File: src/rtl/ut_uart_pkg.sv
// ut_uart_pkg: FSM state enums, oversampling constants and parity helper
// shared by the UART core and its sub-modules.
package ut_uart_pkg;

    localparam int OVERSAMPLE = 16;
    localparam int MID_SAMPLE = 8;

    localparam int PAR_NONE = 0;
    localparam int PAR_EVEN = 1;
    localparam int PAR_ODD  = 2;

    typedef enum logic [2:0] {
        TX_IDLE,
        TX_START,
        TX_DATA,
        TX_PARITY,
        TX_STOP
    } tx_state_e;

    typedef enum logic [2:0] {
        RX_IDLE,
        RX_START,
        RX_DATA,
        RX_PARITY,
        RX_STOP,
        RX_WAIT_HIGH
    } rx_state_e;

    // Data is zero-extended to 9 bits; extra zeros leave the XOR unchanged.
    function automatic logic parity_bit(input logic [8:0] data, input int mode);
        return (^data) ^ (mode == PAR_ODD);
    endfunction

endpackage

File: src/rtl/ut_baud_tick.sv
// ut_baud_tick: oversample tick generator, one-cycle tick every BAUD_DIV clocks.
// A synchronous clr restarts the period so the first tick lands BAUD_DIV cycles later.
module ut_baud_tick #(
    parameter int BAUD_DIV = 27
) (
    input  logic clk,
    input  logic rst,
    input  logic clr,
    output logic tick
);

    localparam int CW = $clog2(BAUD_DIV);
    localparam logic [CW-1:0] TC_LOAD = CW'(BAUD_DIV - 1);

    logic [CW-1:0] cnt;

    always_ff @(posedge clk or posedge rst) begin
        if (rst) begin
            cnt <= TC_LOAD;
        end else if (clr || cnt == '0) begin
            cnt <= TC_LOAD;
        end else begin
            cnt <= cnt - 1'b1;
        end
    end

    assign tick = (cnt == '0) && !clr;

endmodule

File: src/rtl/ut_uart_core.sv
// ut_uart_core: full-duplex UART, LSB-first framing with a 16x oversampled receiver.
// Parity generation/checking is compiled in only when UART_PARITY_EN is defined.
module ut_uart_core
    import ut_uart_pkg::*;
#(
    parameter int DATA_W      = 8,
    parameter int BAUD_DIV    = 27,
    parameter int STOP_BITS   = 1,
    parameter int PARITY_MODE = 0
) (
    input  logic              clk,
    input  logic              rst,
    input  logic [DATA_W-1:0] tx_din,
    input  logic              tx_trigger,
    output logic              tx_busy,
    output logic              tx_done,
    output logic              txd,
    input  logic              rxd,
    output logic [DATA_W-1:0] rx_dout,
    output logic              rx_comp,
    output logic              rx_perr,
    output logic              rx_ferr
);

    localparam logic [3:0] OS_LAST   = 4'(OVERSAMPLE - 1);
    localparam logic [3:0] MID_LOAD  = 4'(MID_SAMPLE - 1);
    localparam logic [3:0] DATA_LAST = 4'(DATA_W - 1);
    localparam logic [3:0] STOP_LAST = 4'(STOP_BITS - 1);
`ifdef UART_PARITY_EN
    localparam bit PAR_ON = (PARITY_MODE != PAR_NONE);
`endif

    if (DATA_W < 5 || DATA_W > 9 || BAUD_DIV < 2 || PARITY_MODE < PAR_NONE ||
        PARITY_MODE > PAR_ODD || (STOP_BITS != 1 && STOP_BITS != 2)) begin : g_bad_cfg
        $error("ut_uart_core: parameter out of range");
    end

    // ---------------- transmitter ----------------
    tx_state_e         tx_state, tx_state_n;
    logic [DATA_W-1:0] tx_shift, tx_shift_n;
    logic [3:0]        tx_bits, tx_bits_n;
    logic [3:0]        tx_os, tx_os_n;
    logic              txd_n, tx_done_n;
    logic              tx_clr, tx_tick, tx_bit_end, tx_accept;
`ifdef UART_PARITY_EN
    logic              tx_par, tx_par_n;
`endif

    assign tx_busy   = (tx_state != TX_IDLE);
    assign tx_accept = tx_trigger && !tx_busy;

    ut_baud_tick #(.BAUD_DIV(BAUD_DIV)) u_tx_tick (
        .clk  (clk),
        .rst  (rst),
        .clr  (tx_clr),
        .tick (tx_tick)
    );

    always_ff @(posedge clk or posedge rst) begin
        if (rst) begin
            tx_state <= TX_IDLE;
            tx_shift <= '0;
            tx_bits  <= '0;
            tx_os    <= '0;
            txd      <= 1'b1;
            tx_done  <= 1'b0;
`ifdef UART_PARITY_EN
            tx_par   <= 1'b0;
`endif
        end else begin
            tx_state <= tx_state_n;
            tx_shift <= tx_shift_n;
            tx_bits  <= tx_bits_n;
            tx_os    <= tx_os_n;
            txd      <= txd_n;
            tx_done  <= tx_done_n;
`ifdef UART_PARITY_EN
            tx_par   <= tx_par_n;
`endif
        end
    end

    always_comb begin
        tx_state_n = tx_state;
        tx_shift_n = tx_shift;
        tx_bits_n  = tx_bits;
        tx_os_n    = tx_os;
        txd_n      = txd;
        tx_done_n  = 1'b0;
        tx_clr     = 1'b0;
`ifdef UART_PARITY_EN
        tx_par_n   = tx_par;
`endif
        tx_bit_end = tx_tick && (tx_os == '0);
        if (tx_tick && tx_os != '0) tx_os_n = tx_os - 1'b1;
        if (tx_bit_end) tx_os_n = OS_LAST;

        case (tx_state)
            TX_IDLE: begin
                if (tx_accept) begin
                    tx_state_n = TX_START;
                    tx_shift_n = tx_din;
                    txd_n      = 1'b0;
                    tx_clr     = 1'b1;
                    tx_os_n    = OS_LAST;
`ifdef UART_PARITY_EN
                    tx_par_n   = parity_bit(9'(tx_din), PARITY_MODE);
`endif
                end
            end
            TX_START: begin
                if (tx_bit_end) begin
                    tx_state_n = TX_DATA;
                    txd_n      = tx_shift[0];
                    tx_bits_n  = DATA_LAST;
                end
            end
            TX_DATA: begin
                if (tx_bit_end) begin
                    if (tx_bits == '0) begin
`ifdef UART_PARITY_EN
                        if (PAR_ON) begin
                            tx_state_n = TX_PARITY;
                            txd_n      = tx_par;
                        end else begin
                            tx_state_n = TX_STOP;
                            txd_n      = 1'b1;
                            tx_bits_n  = STOP_LAST;
                        end
`else
                        tx_state_n = TX_STOP;
                        txd_n      = 1'b1;
                        tx_bits_n  = STOP_LAST;
`endif
                    end else begin
                        // Next data bit comes from bit 1 before the shift lands.
                        tx_shift_n = tx_shift >> 1;
                        txd_n      = tx_shift[1];
                        tx_bits_n  = tx_bits - 1'b1;
                    end
                end
            end
`ifdef UART_PARITY_EN
            TX_PARITY: begin
                if (tx_bit_end) begin
                    tx_state_n = TX_STOP;
                    txd_n      = 1'b1;
                    tx_bits_n  = STOP_LAST;
                end
            end
`endif
            TX_STOP: begin
                if (tx_bit_end) begin
                    if (tx_bits == '0) begin
                        tx_state_n = TX_IDLE;
                        tx_done_n  = 1'b1;
                    end else begin
                        tx_bits_n = tx_bits - 1'b1;
                    end
                end
            end
            default: begin
                tx_state_n = TX_IDLE;
                txd_n      = 1'b1;
            end
        endcase
    end

    // ---------------- receiver ----------------
    logic              rxd_s1, rxd_s2;
    rx_state_e         rx_state, rx_state_n;
    logic [DATA_W-1:0] rx_shift, rx_shift_n, rx_dout_n;
    logic [3:0]        rx_bits, rx_bits_n;
    logic [3:0]        rx_os, rx_os_n;
    logic              rx_ferr_acc, rx_ferr_acc_n;
    logic              rx_comp_n, rx_ferr_n;
    logic              rx_clr, rx_tick, rx_sample;
`ifdef UART_PARITY_EN
    logic              rx_perr_acc, rx_perr_acc_n, rx_perr_n;
`endif

    ut_baud_tick #(.BAUD_DIV(BAUD_DIV)) u_rx_tick (
        .clk  (clk),
        .rst  (rst),
        .clr  (rx_clr),
        .tick (rx_tick)
    );

    always_ff @(posedge clk or posedge rst) begin
        if (rst) begin
            rxd_s1      <= 1'b1;
            rxd_s2      <= 1'b1;
            rx_state    <= RX_IDLE;
            rx_shift    <= '0;
            rx_bits     <= '0;
            rx_os       <= '0;
            rx_ferr_acc <= 1'b0;
            rx_dout     <= '0;
            rx_comp     <= 1'b0;
            rx_ferr     <= 1'b0;
`ifdef UART_PARITY_EN
            rx_perr_acc <= 1'b0;
            rx_perr     <= 1'b0;
`endif
        end else begin
            rxd_s1      <= rxd;
            rxd_s2      <= rxd_s1;
            rx_state    <= rx_state_n;
            rx_shift    <= rx_shift_n;
            rx_bits     <= rx_bits_n;
            rx_os       <= rx_os_n;
            rx_ferr_acc <= rx_ferr_acc_n;
            rx_dout     <= rx_dout_n;
            rx_comp     <= rx_comp_n;
            rx_ferr     <= rx_ferr_n;
`ifdef UART_PARITY_EN
            rx_perr_acc <= rx_perr_acc_n;
            rx_perr     <= rx_perr_n;
`endif
        end
    end

`ifndef UART_PARITY_EN
    assign rx_perr = 1'b0;
`endif

    always_comb begin
        rx_state_n    = rx_state;
        rx_shift_n    = rx_shift;
        rx_bits_n     = rx_bits;
        rx_os_n       = rx_os;
        rx_ferr_acc_n = rx_ferr_acc;
        rx_dout_n     = rx_dout;
        rx_comp_n     = 1'b0;
        rx_ferr_n     = rx_ferr;
        rx_clr        = 1'b0;
`ifdef UART_PARITY_EN
        rx_perr_acc_n = rx_perr_acc;
        rx_perr_n     = rx_perr;
`endif
        rx_sample = rx_tick && (rx_os == '0);
        if (rx_tick && rx_os != '0) rx_os_n = rx_os - 1'b1;
        if (rx_sample) rx_os_n = OS_LAST;

        case (rx_state)
            RX_IDLE: begin
                if (!rxd_s2) begin
                    rx_state_n = RX_START;
                    rx_clr     = 1'b1;
                    rx_os_n    = MID_LOAD;
                end
            end
            RX_START: begin
                if (rx_sample) begin
                    if (rxd_s2) begin
                        rx_state_n = RX_IDLE;
                    end else begin
                        rx_state_n = RX_DATA;
                        rx_bits_n  = DATA_LAST;
`ifdef UART_PARITY_EN
                        rx_perr_acc_n = 1'b0;
`endif
                    end
                end
            end
            RX_DATA: begin
                if (rx_sample) begin
                    rx_shift_n = {rxd_s2, rx_shift[DATA_W-1:1]};
                    if (rx_bits == '0) begin
`ifdef UART_PARITY_EN
                        if (PAR_ON) begin
                            rx_state_n = RX_PARITY;
                        end else begin
                            rx_state_n    = RX_STOP;
                            rx_bits_n     = STOP_LAST;
                            rx_ferr_acc_n = 1'b0;
                        end
`else
                        rx_state_n    = RX_STOP;
                        rx_bits_n     = STOP_LAST;
                        rx_ferr_acc_n = 1'b0;
`endif
                    end else begin
                        rx_bits_n = rx_bits - 1'b1;
                    end
                end
            end
`ifdef UART_PARITY_EN
            RX_PARITY: begin
                if (rx_sample) begin
                    rx_perr_acc_n = rxd_s2 ^ parity_bit(9'(rx_shift), PARITY_MODE);
                    rx_state_n    = RX_STOP;
                    rx_bits_n     = STOP_LAST;
                    rx_ferr_acc_n = 1'b0;
                end
            end
`endif
            RX_STOP: begin
                if (rx_sample) begin
                    rx_ferr_acc_n = rx_ferr_acc | ~rxd_s2;
                    if (rx_bits == '0) begin
                        rx_comp_n  = 1'b1;
                        rx_dout_n  = rx_shift;
                        rx_ferr_n  = rx_ferr_acc_n;
`ifdef UART_PARITY_EN
                        rx_perr_n  = rx_perr_acc;
`endif
                        // A low stop bit may be a break; hold off until the line idles.
                        rx_state_n = rx_ferr_acc_n ? RX_WAIT_HIGH : RX_IDLE;
                    end else begin
                        rx_bits_n = rx_bits - 1'b1;
                    end
                end
            end
            RX_WAIT_HIGH: begin
                if (rxd_s2) rx_state_n = RX_IDLE;
            end
            default: rx_state_n = RX_IDLE;
        endcase
    end

endmodule

File: config.mk
export PLATFORM = sky130hd
export DESIGN_NAME = ut_uart_core
export DESIGN_NICKNAME = d
export VERILOG_FILES = /design/src/rtl/ut_uart_pkg.sv /design/src/rtl/ut_baud_tick.sv /design/src/rtl/ut_uart_core.sv
export SDC_FILE = /design/constraint.sdc
export NUM_CORES = 1
export LEC_CHECK = 0
export BUFFER_PORTS_ARGS = -buffer_cell sky130_fd_sc_hd__buf_2
export CAP_MARGIN = 10
export CORE_MARGIN = 3
export CORE_UTILIZATION = 45
export CTS_CLUSTER_DIAMETER = 150
export CTS_CLUSTER_SIZE = 10
export DETAILED_ROUTE_END_ITERATION = 8
export GPL_TIMING_DRIVEN = 0
export SYNTH_ARGS = -nofsm -noshare
export SYNTH_HDL_FRONTEND = slang
export SYNTH_SLANG_ARGS = --single-unit
File: constraint.sdc
create_clock -name clk -period 6.7 [get_ports clk]
set_clock_uncertainty 0.1 [all_clocks]
set_input_delay 2.01 -clock clk [delete_from_list [all_inputs] [get_ports clk]]
set_output_delay 2.01 -clock clk [all_outputs]
set_load 0.1 [all_outputs]
==> summary.txt, run 1 <==
Worst setup path
  • CP Data Arrival Time: around 1700 ps
  • Critical Path RT: 4590 ps
  • Cell breakdown of the critical path: clkbuf_1, or3_1, buf_2
  • Critical path class: reg2out
  • Crit-path max cell delay: between 400 and 500 ps
  • Worst setup SP type: flip-flop
  • Crit-path max FO: 10
  • Crit path capture type: output pin
  • CP max stage cell: or3_1

STA
  • Actual slew at the worst max-slew pin: around 860 ps
  • Fin crit share: 0.568
  • Final setup violation count: 0
  • Slew Limit Fails: 0
  • RSZ-0062 raised after global routing: false
  • Setup TNS: 0 ps
  • Hold violation count in the final report: 0
  • Slew headroom: 0.420
  • Fin worst setup slack: 2890 ps
  • Max Fclk: 0.263 GHz
  • Final Critical Period: roughly 3800 ps

Synth
  • Yosys cell types: 56
  • Seq/Total Area, Yosys: 0.507
  • Asr flop ratio synth: 1.00
  • Syn_area_per_cell: ~11 µm²
  • Prevailing post-synth register cell: dfrtp_1
  • EDFF count, synth: 0
  • Synthesized Nets: slightly above 300
  • Syn Std Cell Area: about 0.0031 mm²
  • Syn Inst Count: 292
  • Synth warn: 0
  • Seq cells post-synth: 63
  • Synth area leaders: dfrtp_1 (43%), dfstp_2 (7.5%), mux2_1 (6.8%)
  • Top cell type's share of synthesized area: 0.431
  • Synth area leader: dfrtp_1

Placement
  • Post-detail-place hpwl: 3880 µm
  • DP Worst Slack: 3260 ps
  • Port bufs: 24
  • Routability cong.: 0.782

Power and ir drop
  • Leak: roughly 1.7 nW
  • VDD IR max: between 0.15 and 0.2 mV
  • PwrDens: 251 mW/mm²

Route
  • Initial DRT Pass Iterations: 6
  • Routed met2 length: 2430 µm
  • Vias per cell: between 5 and 6
  • Via count: 2209
  • M1 WL: roughly 2800 µm
  • First DRT Iteration DRCs: 83
  • Max layer used: met4
  • Met3 routed WL: 257 µm
  • Drt wl/cell: 13.5 µm
  • Routed WL: ~5500 µm
  • Post-DRT Antenna Nets: 0
  • DRC: 0

Clock tree
  • Max Buffers Root-to-Sink: 2
  • Postcts setup bufs: 0
  • CTS tree: done
  • Clock sink count: 63
  • Clk root buf: clkbuf_8
  • # hold bufs at CTS: 0
  • Total CTS buffers: 9
  • Clock transition at path regs: 80 ps
  • PostCTS Resize Cnt: 0
  • Worst skew pair latency: 340 ps
  • CTS H-tree lvls: 3

Worst hold path
  • HP Class: reg2reg

Floorplanning
  • Core area: 0.00653 mm²
  • Initial Util: 0.480
  • Die width: 89.5 µm
  • Die area: about 0.0080 mm²
  • # IOs: 26
  • Chip height: 89.5 µm
  • # rows: 29

Layout
  • Diode count: 0
  • Filler instances: between 500 and 600
  • P&R area growth vs syn: 14.8%
  • Fraction of layout cells with a size suffix above 1: 0.207
  • Layout Nets: 347
  • Layout Utilization: 0.551

Job
  • Max Cap Viol: 0

Global routing
  • Largest net degree at the start of global routing: 38
  • Grt total ovfl: 0
  • Initial antenna violation count: 0
  • First-pass GRT wire length: 10100 µm
  • GRT Total Usage: 0.164
  • Vias in the first global route: 2212

Run status
  • Status: complete, no violations
path summary, 6_finish.rpt:
kind / cells after the start / start / slack (ps) / to
worst max-delay path: 3 / tx_state[1]$_DFFE_PP0P_ / 2890 / tx_busy
worst min register to register: 0 / rxd_s1$_DFF_PP1_ / 260 / rxd_s2$_DFF_PP1_
worst min-delay path: 0 / rxd_s1$_DFF_PP1_ / 260 / rxd_s2$_DFF_PP1_
min in group asynchronous: 2 / rst / 1630 / tx_shift[4]$_DFFE_PP0P_
max in group asynchronous: 3 / rst / 4190 / u_tx_tick.cnt[1]$_DFF_PP1_
worst max register to register: 6 / rx_os[0]$_DFF_PP0_ / 4450 / rx_dout[2]$_DFFE_PP0P_
metrics by stage:
| step | hold slack, ps | total power [mW] | instances | cell area [µm²] |
|---|---|---|---|---|
| final | 261 | 0.904 | 410 | 3600 |
| after CTS | 263 | 0.919 | 410 | 3600 |
| after global routing | 268 | 0.956 | 410 | 3600 |
| after detailed placement | 250 | 0.540 | 394 | 3370 |
| after floorplan | 245 | 0.517 | 292 | 3130 |
| after global placement | 247 | 0.536 | 393 | 3350 |
routing by layer:
layer	vias to the layer above	GRT usage
met4	0	0.0487
met5	-	0
met3	2	0.0571
li1	1115	-
met1	1055	0.233
met2	37	0.235
registers in the layout, summed over array words and instances (netlist names), 3 cells and up:
signal / flops
rx_dout: 8
rx_shift: 8
tx_shift: 8
u_rx_tick.cnt: 5
u_tx_tick.cnt: 5
rx_bits: 4
rx_os: 4
tx_bits: 4
tx_os: 4
rx_state: 3
tx_state: 3
logic make-up (layout without fill, tap and decap cells):
kind of cell             after synthesis  count (layout)  share of synthesized area
AND/OR/NAND/NOR                       97              97                      0.189
flip-flops                            63              63                      0.507
AO/OA/AOI/OAI                         59              59                      0.124
buffers and inverters                 33              74                     0.0435
multiplexers                          27              27                     0.0938
adder cells (fa/ha/maj)                7               7                     0.0279
XOR/XNOR                               5               5                     0.0140
other                                  1               1                    0.00120
critical path, delay by kind of cell (launching register included):
family        cells  cell delay [ps]
simple gates      1              420
flops             1              410
buf+inv           2              520
power breakdown:
| part | internal, mW | leakage [nW] | switching (mW) | total, mW |
|---|---|---|---|---|
| combinational | 0.0393 | 0.774 | 0.0493 | 0.0886 |
| clock | 0.214 | 0.114 | 0.159 | 0.373 |
| sequential | 0.419 | 0.785 | 0.0241 | 0.443 |
| total | 0.672 | 1.67 | 0.232 | 0.904 |
placed cells by master, fill, tap and decap left out, types with 3 or more instances in the layout:
| cell type | instances |
|---|---|
| inv_1 | 19 |
| nor3_1 | 11 |
| xnor2_1 | 4 |
| nand2_1 | 25 |
| a21oi_1 | 11 |
| mux2i_1 | 8 |
| o21ai_1 | 12 |
| o2bb2ai_1 | 3 |
| nor2b_1 | 4 |
| nor4b_2 | 3 |
| buf_2 | 28 |
| clkbuf_1 | 7 |
| clkinv_4 | 3 |
| or3b_1 | 3 |
| o21ai_0 | 10 |
| nand3_1 | 7 |
| nor3b_1 | 6 |
| clkbuf_8 | 9 |
| nor2_1 | 13 |
| and2_1 | 3 |
| ha_1 | 7 |
| mux2_1 | 19 |
| dfstp_2 | 9 |
| nand2b_1 | 3 |
| dfrtp_1 | 54 |
cell type report:
cell class	instances	area (µm²)	share of cell area
multi-input combinational	196	1410	0.392
clock inverter	7	104	0.0289
clock buffer	9	124	0.0344
tap	77	96.3	0.0268
timing repair buffer	25	140	0.0389
inverter	20	75.1	0.0209
sequential	63	1590	0.441
buffer	13	61.3	0.0170
synth_stat cells (all sizes together), types with 3 or more instances:
library cell and number:
a21oi 11, and2 3, buf 6, clkbuf 7, dfrtp 54, dfstp 9
ha 7, inv 20, mux2 19, mux2i 8, nand2 25, nand2b 3
nand3 9, nor2 14, nor2b 4, nor3 12, nor3b 6, nor4b 4
o211ai 3, o21ai 22, o2bb2ai 3, or3b 5, xnor2 4
Note: power is estimated with default switching activity, not from simulation.
==> run 2, diff against run 1 <==
- PLACE_DENSITY: default -> 0.65
- clock period: 6.7 -> 3.47 ns (I/O delays scaled with it)
==> summary.txt, run 2 (synthesis gave the netlist of run 1 again) <==
Run status
  • Status: complete, no violations

Route
  • Via count: 2230
  • Routed WL: 5620 µm
  • Drt wl/cell: 13.7 µm
  • Vias per cell: between 5 and 6
  • First DRT Iteration DRCs: 140
  • Post-DRT Antenna Nets: 0
  • DRC: 0
  • Initial DRT Pass Iterations: 4

Layout
  • Commonest cells after routing, fill and taps aside: dfrtp_1 (54), buf_2 (28), nand2_1 (25)
  • Layout Utilization: 0.545
  • Filler instances: 575
  • Layout Nets: 347
  • P&R area growth vs syn: 13.5%
  • Fraction of layout cells with a size suffix above 1: 0.207
  • Commonest non-fill, non-tap cell in the layout: dfrtp_1
  • Biggest regs: rx_dout: 8 flops, rx_shift: 8 flops, tx_shift: 8 flops
  • Design area: 0.00356 mm²
  • Diode count: 0
  • Non-filler cells, final: 410

Placement
  • Routability cong.: 0.762
  • Post-detail-place hpwl: between 3000 and 4000 µm
  • Port bufs: 24
  • Dpl cells: 394
  • DP Worst Slack: 1000 ps
  • Area after DPL: 0.00337 mm²

Global routing
  • Vias in the first global route: around 2100
  • First-pass GRT wire length: 10000 µm
  • Grt total ovfl: 0
  • Initial antenna violation count: 0
  • GRT Total Usage: 0.164
  • Largest net degree at the start of global routing: 42

Floorplanning
  • # IOs: 26
  • Chip height: approximately 89 µm
  • Core area: 0.00653 mm²
  • Die width: 89.5 µm
  • Die area: 0.00800 mm²
  • Initial Util: 0.480
  • # rows: 29

Worst setup path
  • Cell breakdown of the critical path: clkbuf_1, or3_1, buf_2
  • Worst setup SP type: flip-flop
  • Crit-path max FO: 10
  • Critical path class: reg2out
  • CP top delay family: buffers and inverters
  • Crit-path max cell delay: between 400 and 500 ps
  • CP max stage cell: or3_1
  • Critical Path RT: 2330 ps
  • Worst Path Buf+Inv: 2
  • CP Data Arrival Time: roughly 1700 ps
  • R2r setup slk: 1190 ps
  • Crit path capture type: output pin

STA
  • Slew headroom: 0.432
  • Slew Limit Fails: 0
  • Fin worst setup slack: 631 ps
  • Hold Slack: between 200 and 300 ps
  • Final Critical Period: 2840 ps
  • Hold violation count in the final report: 0
  • Final setup violation count: 0
  • RSZ-0062 raised after global routing: false
  • Setup TNS: 0 ps
  • Max Fclk: around 0.35 GHz
  • Fin crit share: 0.818
  • Actual slew at the worst max-slew pin: 845 ps

Clock tree
  • Clk root buf: clkbuf_8
  • CTS tree: done
  • Postcts setup bufs: 0
  • Clock sink count: 63
  • CTS H-tree lvls: 3
  • Worst skew pair latency: around 350 ps
  • Total CTS buffers: 9
  • Max Buffers Root-to-Sink: 2
  • PostCTS Resize Cnt: 0
  • # hold bufs at CTS: 0
  • Clock transition at path regs: 80 ps

Worst hold path
  • HP Class: reg2reg

Job
  • Max Cap Viol: 0

Power and ir drop
  • Leak: 1.65 nW
  • Total Power: 1.63 mW
  • VDD IR max: 0.252 mV
  • PwrDens: approximately 460 mW/mm²
-- run 2: cell types whose count changed in the layout (fill, tap and decap cells not counted), sizes merged --
| cell | change |
|---|---|
| clkinvlp | +1 |
| bufinv | -2 |
| inv | +2 |
| clkinv | -1 |
-- run 2: final cells by class --
type / instances / area (µm²) / share of cell area
inverters: 20 / 75.1 / 0.0211
clock inverters: 7 / 62.6 / 0.0176
flip-flops and latches: 63 / 1590 / 0.446
well taps: 77 / 96.3 / 0.0271
clock buffers: 9 / 124 / 0.0348
repair buffers: 25 / 140 / 0.0394
plain buffers: 13 / 61.3 / 0.0172
multi-input cells: 196 / 1410 / 0.396
-- run 2: worst register-to-register path, delay by kind of cell (launching register included) --
kind	cells	cell delay, ps
flip-flops	1	410
buffers and inverters	1	110
AND/OR/NAND/NOR	3	950
adder cells (fa/ha/maj)	1	230
multiplexers	1	380
-- run 2: power breakdown --
group	internal [mW]	total, mW	switching [mW]	leakage (nW)
Sequential	0.808	0.855	0.0471	0.785
Combinational	0.0766	0.173	0.0966	0.774
Clock	0.274	0.605	0.331	0.0927
-- run 2: worst paths after layout --
kind,from,end,depth (start not counted)
max in group asynchronous,rst,u_rx_tick.cnt[3]$_DFF_PP1_,3
min in group asynchronous,rst,rx_dout[4]$_DFFE_PP0P_,2
worst min-delay path,rxd_s1$_DFF_PP1_,rxd_s2$_DFF_PP1_,0
worst max register to register,rx_os[0]$_DFF_PP0_,rx_dout[1]$_DFFE_PP0P_,6
worst min register to register,rxd_s1$_DFF_PP1_,rxd_s2$_DFF_PP1_,0
worst max-delay path,tx_state[1]$_DFFE_PP0P_,tx_busy,3
-- run 2: per-layer routing --
metal | vias up | GRT usage | routed length, µm
li1 | 1119 | - | -
met1 | 1058 | 0.224 | 2800
met2 | 41 | 0.246 | 2520
met3 | 12 | 0.0359 | 184
met4 | 0 | 0.0812 | 112
met5 | - | 0 | 0
==> run 3, diff against run 2 <==
- clock period: 3.47 -> 2.45 ns (I/O delays scaled with it)
==> summary.txt, run 3 (synthesis gave the netlist of run 1 again) <==
Run status
  • Status: complete, no violations

Worst setup path
  • CP Data Arrival Time: 1540 ps
  • Crit-path max FO: 12
  • Crit path capture type: output pin
  • R2r setup slk: 190 ps
  • Critical Path RT: around 1600 ps
  • Critical path class: reg2out
  • Worst setup SP type: flip-flop

Placement
  • Post-detail-place hpwl: 4000 µm
  • Port bufs: 24
  • DP Worst Slack: around 170 ps
  • Routability cong.: 0.762
  • Area after DPL: 0.00337 mm²

STA
  • Setup TNS: 0 ps
  • Slew headroom: 0.431
  • Final Critical Period: 2380 ps
  • Fin crit share: 0.971
  • Hold violation count in the final report: 0
  • Max Fclk: 0.421 GHz
  • RSZ-0062 raised after global routing: false
  • Final setup violation count: 0
  • Actual slew at the worst max-slew pin: 845 ps
  • Fin worst setup slack: between 70 and 80 ps
  • Slew Limit Fails: 0

Clock tree
  • Clk root buf: clkbuf_8
  • Total CTS buffers: 9
  • CTS tree: done
  • Worst skew pair latency: roughly 350 ps
  • Postcts setup bufs: 0
  • CTS H-tree lvls: 3
  • Clock transition at path regs: 90 ps
  • # hold bufs at CTS: 0
  • Clock sink count: 63
  • Max Buffers Root-to-Sink: 2

Global routing
  • Vias in the first global route: 2130
  • Initial antenna violation count: 0
  • Largest net degree at the start of global routing: 42
  • First-pass GRT wire length: 10000 µm
  • Grt total ovfl: 0
  • GRT Total Usage: 0.164

Floorplanning
  • Die width: a little under 90 µm
  • Core area: ~0.0065 mm²
  • Chip height: 89.5 µm
  • # rows: 29
  • Die area: approximately 0.0080 mm²
  • Initial Util: 0.480
  • # IOs: 26

Worst hold path
  • HP Class: reg2reg

Layout
  • Register area: 0.00159 mm²
  • Layout Nets: approximately 350
  • Biggest regs: rx_dout: 8 flops, rx_shift: 8 flops, tx_shift: 8 flops
  • P&R area growth vs syn: 13.5%
  • Commonest non-fill, non-tap cell in the layout: dfrtp_1
  • Multi-input logic area: 0.00142 mm²
  • Filler instances: 577
  • Commonest cells after routing, fill and taps aside: dfrtp_1 (54), buf_2 (27), nand2_1 (25)
  • Fraction of layout cells with a size suffix above 1: 0.211
  • Design area: 0.00356 mm²
  • Diode count: 0

Route
  • Post-DRT Antenna Nets: 0
  • Vias per cell: 5.44
  • Drt wl/cell: 13.8 µm
  • Via count: between 2000 and 2500
  • Initial DRT Pass Iterations: 4
  • First DRT Iteration DRCs: between 100 and 150
  • DRC: 0
  • Routed WL: 5630 µm

Power and ir drop
  • PwrDens: 651 mW/mm²
  • Leak: 1.65 nW
  • VDD IR max: 0.361 mV

Job
  • Max Cap Viol: 0
run 3: final timing paths:
| path | startpoint | to | cells after the start |
|---|---|---|---|
| setup / recovery | tx_state[1]$_DFFE_PP0P_ | tx_busy | 2 |
| hold / removal | rxd_s1$_DFF_PP1_ | rxd_s2$_DFF_PP1_ | 0 |
| setup reg to reg | rx_os[0]$_DFF_PP0_ | rx_dout[1]$_DFFE_PP0P_ | 6 |
| hold reg to reg | rxd_s1$_DFF_PP1_ | rxd_s2$_DFF_PP1_ | 0 |
| max in group asynchronous | rst | txd$_DFFE_PP1P_ | 3 |
| min in group asynchronous | rst | rx_dout[4]$_DFFE_PP0P_ | 2 |
run 3: through the flow:
step                      utilization  hold slack (ps)  total power [mW]  instances
after floorplan                     -              245              1.41        292
after global placement          0.513              246              1.46        393
after detailed placement        0.516              247              1.48        394
after CTS                       0.544              272              2.35        409
after global routing            0.545              283              2.44        408
final                           0.545              270              2.31        408
run 3: final cells by class:
type,count,area share
flip-flops and latches,63,0.446
multi-input cells,196,0.398
repair buffers,25,0.0401
clock buffers,9,0.0348
well taps,77,0.0271
inverters,20,0.0211
clock inverters,7,0.0176
plain buffers,11,0.0151
run 3: critical path, stage by stage (launching register included):
cell and delay (ps):
dfrtp_1 520, or3_1 440, buf_4 250
run 3: power breakdown:
group / switching [mW] / internal, mW
Combinational: 0.137 / 0.108
Clock: 0.469 / 0.388
Sequential: 0.0672 / 1.14
Total: 0.673 / 1.64
run 3: per-layer routing:
layer / GRT usage / wire (µm) / vias up
li1: - / - / 1118
met1: 0.224 / 2800 / 1051
met2: 0.246 / 2500 / 39
met3: 0.0359 / 199 / 12
met4: 0.0812 / 125 / 0
met5: 0 / 0 / -
run 3: timing repair:
item / 4_1_cts / 5_1_grt
endpoints found under the hold margin: 0 / 0
gates resized for setup: 1 / 1
gates cloned: 0 / 0
endpoints found under the setup margin: 1 / 2
